**src/rtl/add_pipe.sv**
```systemverilog
// rtl/add_pipe.sv - skewed-pipeline ripple adder/subtractor with valid/ready handshake
module add_pipe #(
    parameter int WIDTH  = 16,
    parameter int STAGES = 4
) (
    input  logic             clk,
    input  logic             rst_n,
    input  logic [WIDTH-1:0] a,
    input  logic [WIDTH-1:0] b,
    input  logic             cin,
    input  logic             sub,
    input  logic             in_valid,
    output logic             in_ready,
    output logic [WIDTH-1:0] s,
    output logic             cout,
    output logic             ovf,
    output logic             out_valid,
    input  logic             out_ready
);
    localparam int SLICE = WIDTH / STAGES;

    logic en;

    // Stage inputs: operand remainders, partial sums and ripple carry as seen by stage k
    logic [WIDTH-1:0] a_d [STAGES];
    logic [WIDTH-1:0] b_d [STAGES];
    logic [WIDTH-1:0] s_d [STAGES];
    logic             c_d [STAGES];
    logic             v_d [STAGES];

    logic [SLICE:0]   sl  [STAGES];
    logic [WIDTH-1:0] s_n [STAGES];
    logic             c_n [STAGES];
    logic             ovf_n;

    logic [WIDTH-1:0] a_q [STAGES];
    logic [WIDTH-1:0] b_q [STAGES];
    logic [WIDTH-1:0] s_q [STAGES];
    logic             c_q [STAGES];
    logic             v_q [STAGES];

    logic [WIDTH-1:0] s_r;
    logic             cout_r;
    logic             ovf_r;
    logic             unused_tail;

    assign en        = !out_valid || out_ready;
    assign in_ready  = en;
    assign out_valid = v_q[STAGES-1];
    assign s         = s_r;
    assign cout      = cout_r;
    assign ovf       = ovf_r;

    // Subtraction is folded in at entry, so later stages only ever add
    always_comb begin
        a_d[0] = a;
        b_d[0] = b ^ {WIDTH{sub}};
        c_d[0] = cin ^ sub;
        s_d[0] = '0;
        v_d[0] = in_valid;
        for (int k = 1; k < STAGES; k++) begin
            a_d[k] = a_q[k-1];
            b_d[k] = b_q[k-1];
            c_d[k] = c_q[k-1];
            s_d[k] = s_q[k-1];
            v_d[k] = v_q[k-1];
        end
    end

    always_comb begin
        for (int k = 0; k < STAGES; k++) begin
            sl[k]  = {1'b0, a_d[k][k*SLICE +: SLICE]} + {1'b0, b_d[k][k*SLICE +: SLICE]}
                   + (SLICE+1)'(c_d[k]);
            s_n[k] = s_d[k];
            s_n[k][k*SLICE +: SLICE] = sl[k][SLICE-1:0];
            c_n[k] = sl[k][SLICE];
        end
        // Same-sign operands giving an opposite-sign sum == carry-in/carry-out disagreement at the MSB
        ovf_n = (a_d[STAGES-1][WIDTH-1] ~^ b_d[STAGES-1][WIDTH-1])
              & (a_d[STAGES-1][WIDTH-1] ^ s_n[STAGES-1][WIDTH-1]);
    end

    always_ff @(posedge clk or negedge rst_n) begin
        if (!rst_n) begin
            for (int k = 0; k < STAGES; k++) v_q[k] <= 1'b0;
            s_r    <= '0;
            cout_r <= 1'b0;
            ovf_r  <= 1'b0;
        end else if (en) begin
            for (int k = 0; k < STAGES; k++) v_q[k] <= v_d[k];
            s_r    <= s_n[STAGES-1];
            cout_r <= c_n[STAGES-1];
            ovf_r  <= ovf_n;
        end
    end

    always_ff @(posedge clk) begin
        if (en) begin
            for (int k = 0; k < STAGES; k++) begin
                a_q[k] <= a_d[k];
                b_q[k] <= b_d[k];
                s_q[k] <= s_n[k];
                c_q[k] <= c_n[k];
            end
        end
    end

    // The last stage's data copies are superseded by the reset-able output registers
    assign unused_tail = ^{a_q[STAGES-1], b_q[STAGES-1], s_q[STAGES-1], c_q[STAGES-1]};
endmodule

```
**config.mk**
```make
export PLATFORM = sky130hd
export DESIGN_NAME = add_pipe
export DESIGN_NICKNAME = d
export VERILOG_FILES = /design/src/rtl/add_pipe.sv
export SDC_FILE = /design/constraint.sdc
export NUM_CORES = 1
export LEC_CHECK = 0
export ABC_AREA = 1
export CORE_MARGIN = 2
export CORE_UTILIZATION = 52
export DETAILED_ROUTE_END_ITERATION = 12
export GPL_TIMING_DRIVEN = 0
export PLACE_DENSITY = 0.81
export SYNTH_ARGS = -nofsm -noshare
export SYNTH_HDL_FRONTEND = slang
export SYNTH_SLANG_ARGS = --single-unit
export TNS_END_PERCENT = 1
```
**constraint.sdc**
```tcl
create_clock -name clk -period 4.45 [get_ports clk]
set_clock_uncertainty 0.1 [all_clocks]
set_input_delay 0.445 -clock clk [delete_from_list [all_inputs] [get_ports clk]]
set_output_delay 0.445 -clock clk [all_outputs]
set_load 0.005 [all_outputs]
```
==> results.toml, run 1 <==
[die]
io_pins = 58
die_w_um = 89.8
die_area_um2 = 8060
die_h_um = 89.8
fp.coreArea_um2 = 7180
start_util_pct = 53.4
row_count = 31

[job]
maxCapViolCount = 0

[clocking]
cts_hold_buf = 0
h-tree-depth = 3
cts_setup_buffers = 0
cts_tree = "built"
post_cts_resized = 0
clk_transition_reported_paths_ps = 90
clk_path_buf_depth = 2
cts.sinks = 97
clockRootBuffer = "clkbuf_8"
clk_latency_ps = 340
numCtsBuffers = 9

[routing]
drtIter0Drc = 77
vias = 1984
first_pass_iters = 4
route.antenna.remaining_nets = 0
viasPerCell = 4.58
finalWirelength_mm = 4.98
drc_errors = 0
wire_per_inst_um = 11.5

[timing]
final.setup.tns_ps = 0
final-setup-viol-count = 0
hold_viol = 0
finalCritPeriodShare_pct = 59.8
report.final.slew_viol_count = 0
final.min_clock_period_ps = 2660
worstMarginPinSlew_ps = 967
worst_slack_ps = 1790
rsz0062_at_grt = "false"
slew_headroom_pct = 35.3
fmax_ghz = 0.376

[yosys]
synth_simple_gate_area_share_pct = 9.12
ys_ff_latch = 97
synthesis.nets = 319
avgSynthCellArea_um2 = 14.7
synth_mux_area_share_pct = 0
synth_area_leader_cell = "edfxtp_1"
yosysTopAreaCellShare_pct = 58.8
synth-compound-area-share_pct = 1.57
synthAdderAreaFrac_pct = 8.10
yosysUniqueCellTypes = 19
ys_seq_area_share_pct = 73.2
synth_top_family_by_area = "simple AND/OR/NAND/NOR gates"
syn_inst = 261
synth_xor_area_share_pct = 5.26
syn_area_um2 = 3830
synth.area.top_cells = "edfxtp_1 (59%), dfrtp_1 (14%), nand2_1 (6.9%), xor2_1 (4.8%), fa_1 (4.2%)"
ys_warn_count = 0

[global_route]
grtUsageTotal_pct = 13.9
antenna_found_initial = 0
grt_pass1_wl_mm = 8.77
overflow = 0
grt_pass1_vias = 1956
grt_max_degree = 85

[cells_and_area]
fin_cells = 433
syn_to_final_growth_pct = 23.8
antenna_cells = 0
nets = 387
drive_gt1_share_pct = 7.49
fillCellCount = 525

[place]
placed_cells = 417
gp_congestion = 0.718
dpl.hpwl_mm = 3.47
port_buffers = 56
pre_cts_ws_ps = 1780

[worst_setup_path]
crit_fanout = 84
startpoint = "out_ready"
crit-reg2reg-launch = "a_q[2][12]$_DFFE_PP_"
critPathCapture = "in_ready"
worst-setup-path-type = "in -> out"
ff2ff_setup_slack_ps = 2590
end_kind = "output port"
worst_ep_required_time_ps = 3900
reg2reg_depth = 5
start_kind = "input port"
arrival_ps = 2120
timing.rr.end = "s[14]$_DFFE_PN0P_"

[power]
ir_worst_vdd_mv = 0.236
powerDensity_nw_per_um2 = 610
p_leak_nw = 1.97

[outcome]
status = "finished clean"

[worst_hold_path]
hp-class = "reg -> reg"
-- critical path: stages --
cell	delay [ps]
clkdlybuf4s50_1	470
inv_2	40
nand2_4	90
buf_4	140
buf_16	320
clkdlybuf4s50_1	580
-- per-layer routing --
layer | vias to the layer above | part of all wire (%) | GRT usage [%]
li1 | 1020 | - | -
met5 | - | 0 | 0
met3 | 8 | 4.8 | 4.02
met2 | 53 | 47 | 21.3
met4 | 0 | 2.0 | 7.82
met1 | 903 | 46 | 18.2
-- synth_stat cells --
library cell	count
edfxtp_1	75
nand2_1	70
dfrtp_1	22
xor2_1	21
inv_1	14
ha_1	12
a21oi_1	8
fa_1	8
nand3_1	8
nor2_1	6
o21ai_0	4
buf_2	3
buf_6	2
inv_2	2
xnor2_1	2
buf_4	1
nand2_4	1
nor2_2	1
or2_2	1
-- area by class of cell --
| cell class | instances | area [um2] | share of cell area (%) |
|---|---|---|---|
| Sequential cell | 97 | 2800 | 59.1 |
| Clock buffer | 11 | 141 | 2.98 |
| Timing Repair Buffer | 57 | 588 | 12.4 |
| Clock inverter | 5 | 55.1 | 1.16 |
| Tap cell | 99 | 124 | 2.61 |
| Multi-Input combinational cell | 142 | 921 | 19.4 |
| Inverter | 16 | 60.1 | 1.27 |
| Buffer | 6 | 47.5 | 1.00 |
-- how the worst min path moves through the flow --
stage / start / end / slack (ps) / cells after the start
3_3_place_gp: s_q[1][5]$_DFFE_PP_ / s_q[2][5]$_DFFE_PP_ / 300 / 0
6_report: s_q[0][3]$_DFFE_PP_ / s_q[1][3]$_DFFE_PP_ / 310 / 0
2_1_floorplan: rst_n / cout$_DFFE_PN0P_ / 50 / 0
4_1_cts: s_q[0][3]$_DFFE_PP_ / s_q[1][3]$_DFFE_PP_ / 310 / 0
3_5_place_dp: a_q[0][12]$_DFFE_PP_ / a_q[1][12]$_DFFE_PP_ / 300 / 0
5_1_grt: s_q[0][3]$_DFFE_PP_ / s_q[1][3]$_DFFE_PP_ / 320 / 0
-- logic make-up after synthesis --
family,after synthesis
flip-flops,97
XOR/XNOR,23
adder cells (fa/ha/maj),20
AO/OA/AOI/OAI,12
AND/OR/NAND/NOR,87
buffers and inverters,22
-- metrics by stage --
step	hold slack [ps]	instance area (um2)	utilization, %	power [mW]
5_1_grt	321	4740	66.1	3.10
3_3_place_gp	301	4510	62.9	2.32
3_5_place_dp	305	4540	63.3	2.38
6_report	312	4740	66.1	2.89
2_1_floorplan	49.4	3830	-	2.01
4_1_cts	313	4740	66.1	2.93
-- power by group --
| group | leakage, nW | switching (mW) | internal, mW |
|---|---|---|---|
| Combinational | 0.849 | 0.400 | 0.404 |
| Sequential | 1.03 | 0.126 | 1.41 |
| Clock | 0.0986 | 0.274 | 0.274 |
-- state kept, by name, indices dropped and copies added, names as in the netlist --
register / cells
a_q: 24
b_q: 24
c_q: 3
cout: 1
out_valid: 1
ovf: 1
s: 16
s_q: 24
v_d: 3
-- layout by cell type (no fill, tap or decap) --
master | Yosys | final
inv_2 | 2 | 2
xnor2_1 | 2 | 2
edfxtp_1 | 75 | 75
clkbuf_1 | 0 | 1
dfrtp_1 | 22 | 22
clkinv_1 | 0 | 2
fa_1 | 8 | 8
inv_1 | 14 | 14
nand2_1 | 70 | 70
buf_16 | 0 | 1
or2_2 | 1 | 1
nand2_4 | 1 | 1
nand3_1 | 8 | 8
nor2_2 | 1 | 1
ha_1 | 12 | 12
nor2_1 | 6 | 6
a21oi_1 | 8 | 8
bufinv_16 | 0 | 1
buf_4 | 1 | 2
buf_2 | 3 | 2
buf_6 | 2 | 2
clkinv_4 | 0 | 2
clkdlybuf4s50_1 | 0 | 56
o21ai_0 | 4 | 4
xor2_1 | 21 | 21
clkbuf_8 | 0 | 10
Power figures use the tool's default switching activity.
==> run 2: changes to the inputs <==
- clock period: 4.45 -> 2.5 ns (I/O delays scaled with it)
==> results of run 2 <==
Same layout as run 1 (identical final DEF). Status: finished clean.
Main changes from that run: setup slack after placement 1780 ps -> 218 ps; setup slack after layout 1790 ps -> 203 ps; hold slack 312 ps -> 210 ps; start point of the critical path out_ready -> out_valid$_DFFE_PN0P_; register-to-register setup slack 2590 ps -> 640 ps; end point of the worst hold path s_q[1][3]$_DFFE_PP_ -> b_q[0][7]$_DFFE_PP_; total power 2.89 mW -> 5.14 mW; worst IR drop on VDD 0.236 mV -> 0.420 mV
==> run 3: changes to the inputs <==
- CORE_UTILIZATION: 52 -> 35
- PLACE_DENSITY: 0.81 -> 0.6
==> run 3 against run 2 <==
Core utilization fell by 21 points. First-iteration DRC count rose by 12%. Worst hold slack lost 0.95 ps. Clock power up 0.7%. Via count is 1.9% lower. Critical path depth is 1 lower. Non-clock buffer count unchanged. Setup slack gained 110 ps. Combinational power about the same. Wire length rose by 6.2%. Sequential power barely moved. Maximum frequency up 5.2%.
==> results.toml, run 3 (synthesis results as in run 1) <==
[global_route]
grtUsageTotal_pct = 10.0
grt_pass1_wl_mm = 8.92
grt_pass1_vias = 1909
grt_max_degree = 59
antenna_found_initial = 0
overflow = 0

[routing]
wire_per_inst_um = 11.2
finalWirelength_mm = 5.29
drtIter0Drc = 86
first_pass_iters = 4
vias = 1947
route.antenna.remaining_nets = 0
drc_errors = 0
viasPerCell = 4.11

[die]
fp.coreArea_um2 = 10700
start_util_pct = 35.6
row_count = 38
die_h_um = 109
io_pins = 58
die_w_um = 109
die_area_um2 = 11800

[timing]
rsz0062_at_grt = "false"
report.final.slew_viol_count = 0
final.setup.tns_ps = 0
finalCritPeriodShare_pct = 87.3
fin_hold_ws_ps = 209
worstMarginPinSlew_ps = 1010
hold_viol = 0
final-setup-viol-count = 0
slew_headroom_pct = 32.5
fmax_ghz = 0.458
final.min_clock_period_ps = 2180

[clocking]
clk_latency_ps = 350
clk_path_buf_depth = 2
numCtsBuffers = 9
cts_tree = "built"
cts_setup_buffers = 0
cts.sinks = 97
clk_transition_reported_paths_ps = 90
post_cts_resized = 0
clockRootBuffer = "clkbuf_8"
cts_hold_buf = 0
h-tree-depth = 3

[cells_and_area]
seq_area_um2 = 2800
final_cell_mix = "edfxtp_1 (75), nand2_1 (70), clkdlybuf4s50_1 (56)"
antenna_cells = 0
syn_to_final_growth_pct = 25.1
fillCellCount = 987
multi_input_area_um2 = 921
layout_commonest_cell = "edfxtp_1"
postLayoutCellArea_um2 = 4790
largestRegisters = "a_q x24, b_q x24, s_q x24"
drive_gt1_share_pct = 8.08
post-route-util_pct = 44.6
nets = 387

[worst_setup_path]
crit-reg2reg-launch = "a_q[2][12]$_DFFE_PP_"
reg2reg_depth = 6
ff2ff_setup_slack_ps = 720
arrival_ps = 1830
start_kind = "flop"
timing.rr.end = "cout$_DFFE_PN0P_"
crit_fanout = 28
end_kind = "output port"
worst-setup-path-type = "reg -> out"
worst_ep_required_time_ps = 2150

[power]
ir_worst_vdd_mv = 0.442
powerDensity_nw_per_um2 = 1080
p_leak_nw = 1.96

[worst_hold_path]
holdPathStages = 2
hp-class = "in -> reg"
whs_endpoint = "b_q[0][7]$_DFFE_PP_"
min_from = "sub"

[job]
maxCapViolCount = 0

[place]
dpl_cell_area_um2 = 4590
port_buffers = 56
gp_congestion = 0.715
dpl.hpwl_mm = 3.64

[outcome]
status = "finished clean"
==> run 3: area by class of cell <==
| cell class | count | share of cell area, % |
|---|---|---|
| Sequential cell | 97 | 58.5 |
| Multi-Input combinational cell | 142 | 19.2 |
| Timing Repair Buffer | 57 | 12.3 |
| Tap cell | 140 | 3.66 |
| Clock buffer | 9 | 2.59 |
| Clock inverter | 7 | 1.49 |
| Inverter | 16 | 1.25 |
| Buffer | 6 | 0.993 |
==> run 3: how the worst max path moves through the flow <==
| stage | from | to | slack (ps) | cells after the start |
|---|---|---|---|---|
| 2_1_floorplan | sub | s_q[0][2]$_DFFE_PP_ | 460 | 6 |
| 3_3_place_gp | out_ready | in_ready | -830 | 5 |
| 3_5_place_dp | b[0] | c_q[0]$_DFFE_PP_ | 300 | 6 |
| 4_1_cts | out_valid$_DFFE_PN0P_ | in_ready | 270 | 3 |
| 5_1_grt | out_valid$_DFFE_PN0P_ | in_ready | 220 | 3 |
| 6_report | out_valid$_DFFE_PN0P_ | in_ready | 320 | 3 |
==> run 3: worst max-delay path: stages, from the launching register on <==
cell and delay [ps]:
dfrtp_1 410, nand2_4 120, buf_4 360, clkdlybuf4s50_1 580
==> run 3: stage by stage <==
step	power (mW)	cells	setup slack, ps
3_3_place_gp	4.18	457	-832
4_1_cts	5.24	474	275
6_report	5.15	474	317
5_1_grt	5.56	474	222
2_1_floorplan	3.57	261	456
3_5_place_dp	4.25	458	296
==> run 3: report_power, final <==
part           internal, mW  switching (mW)
Sequential             2.51           0.230
Combinational         0.715           0.714
Clock                 0.458           0.523
Total                  3.69            1.47
==> run 3: layer usage <==
metal	global-route usage, %	part of all wire, %
met1	13.6	48
met3	2.23	5.0
met5	0	0
met2	14.4	44
met4	6.59	2.6
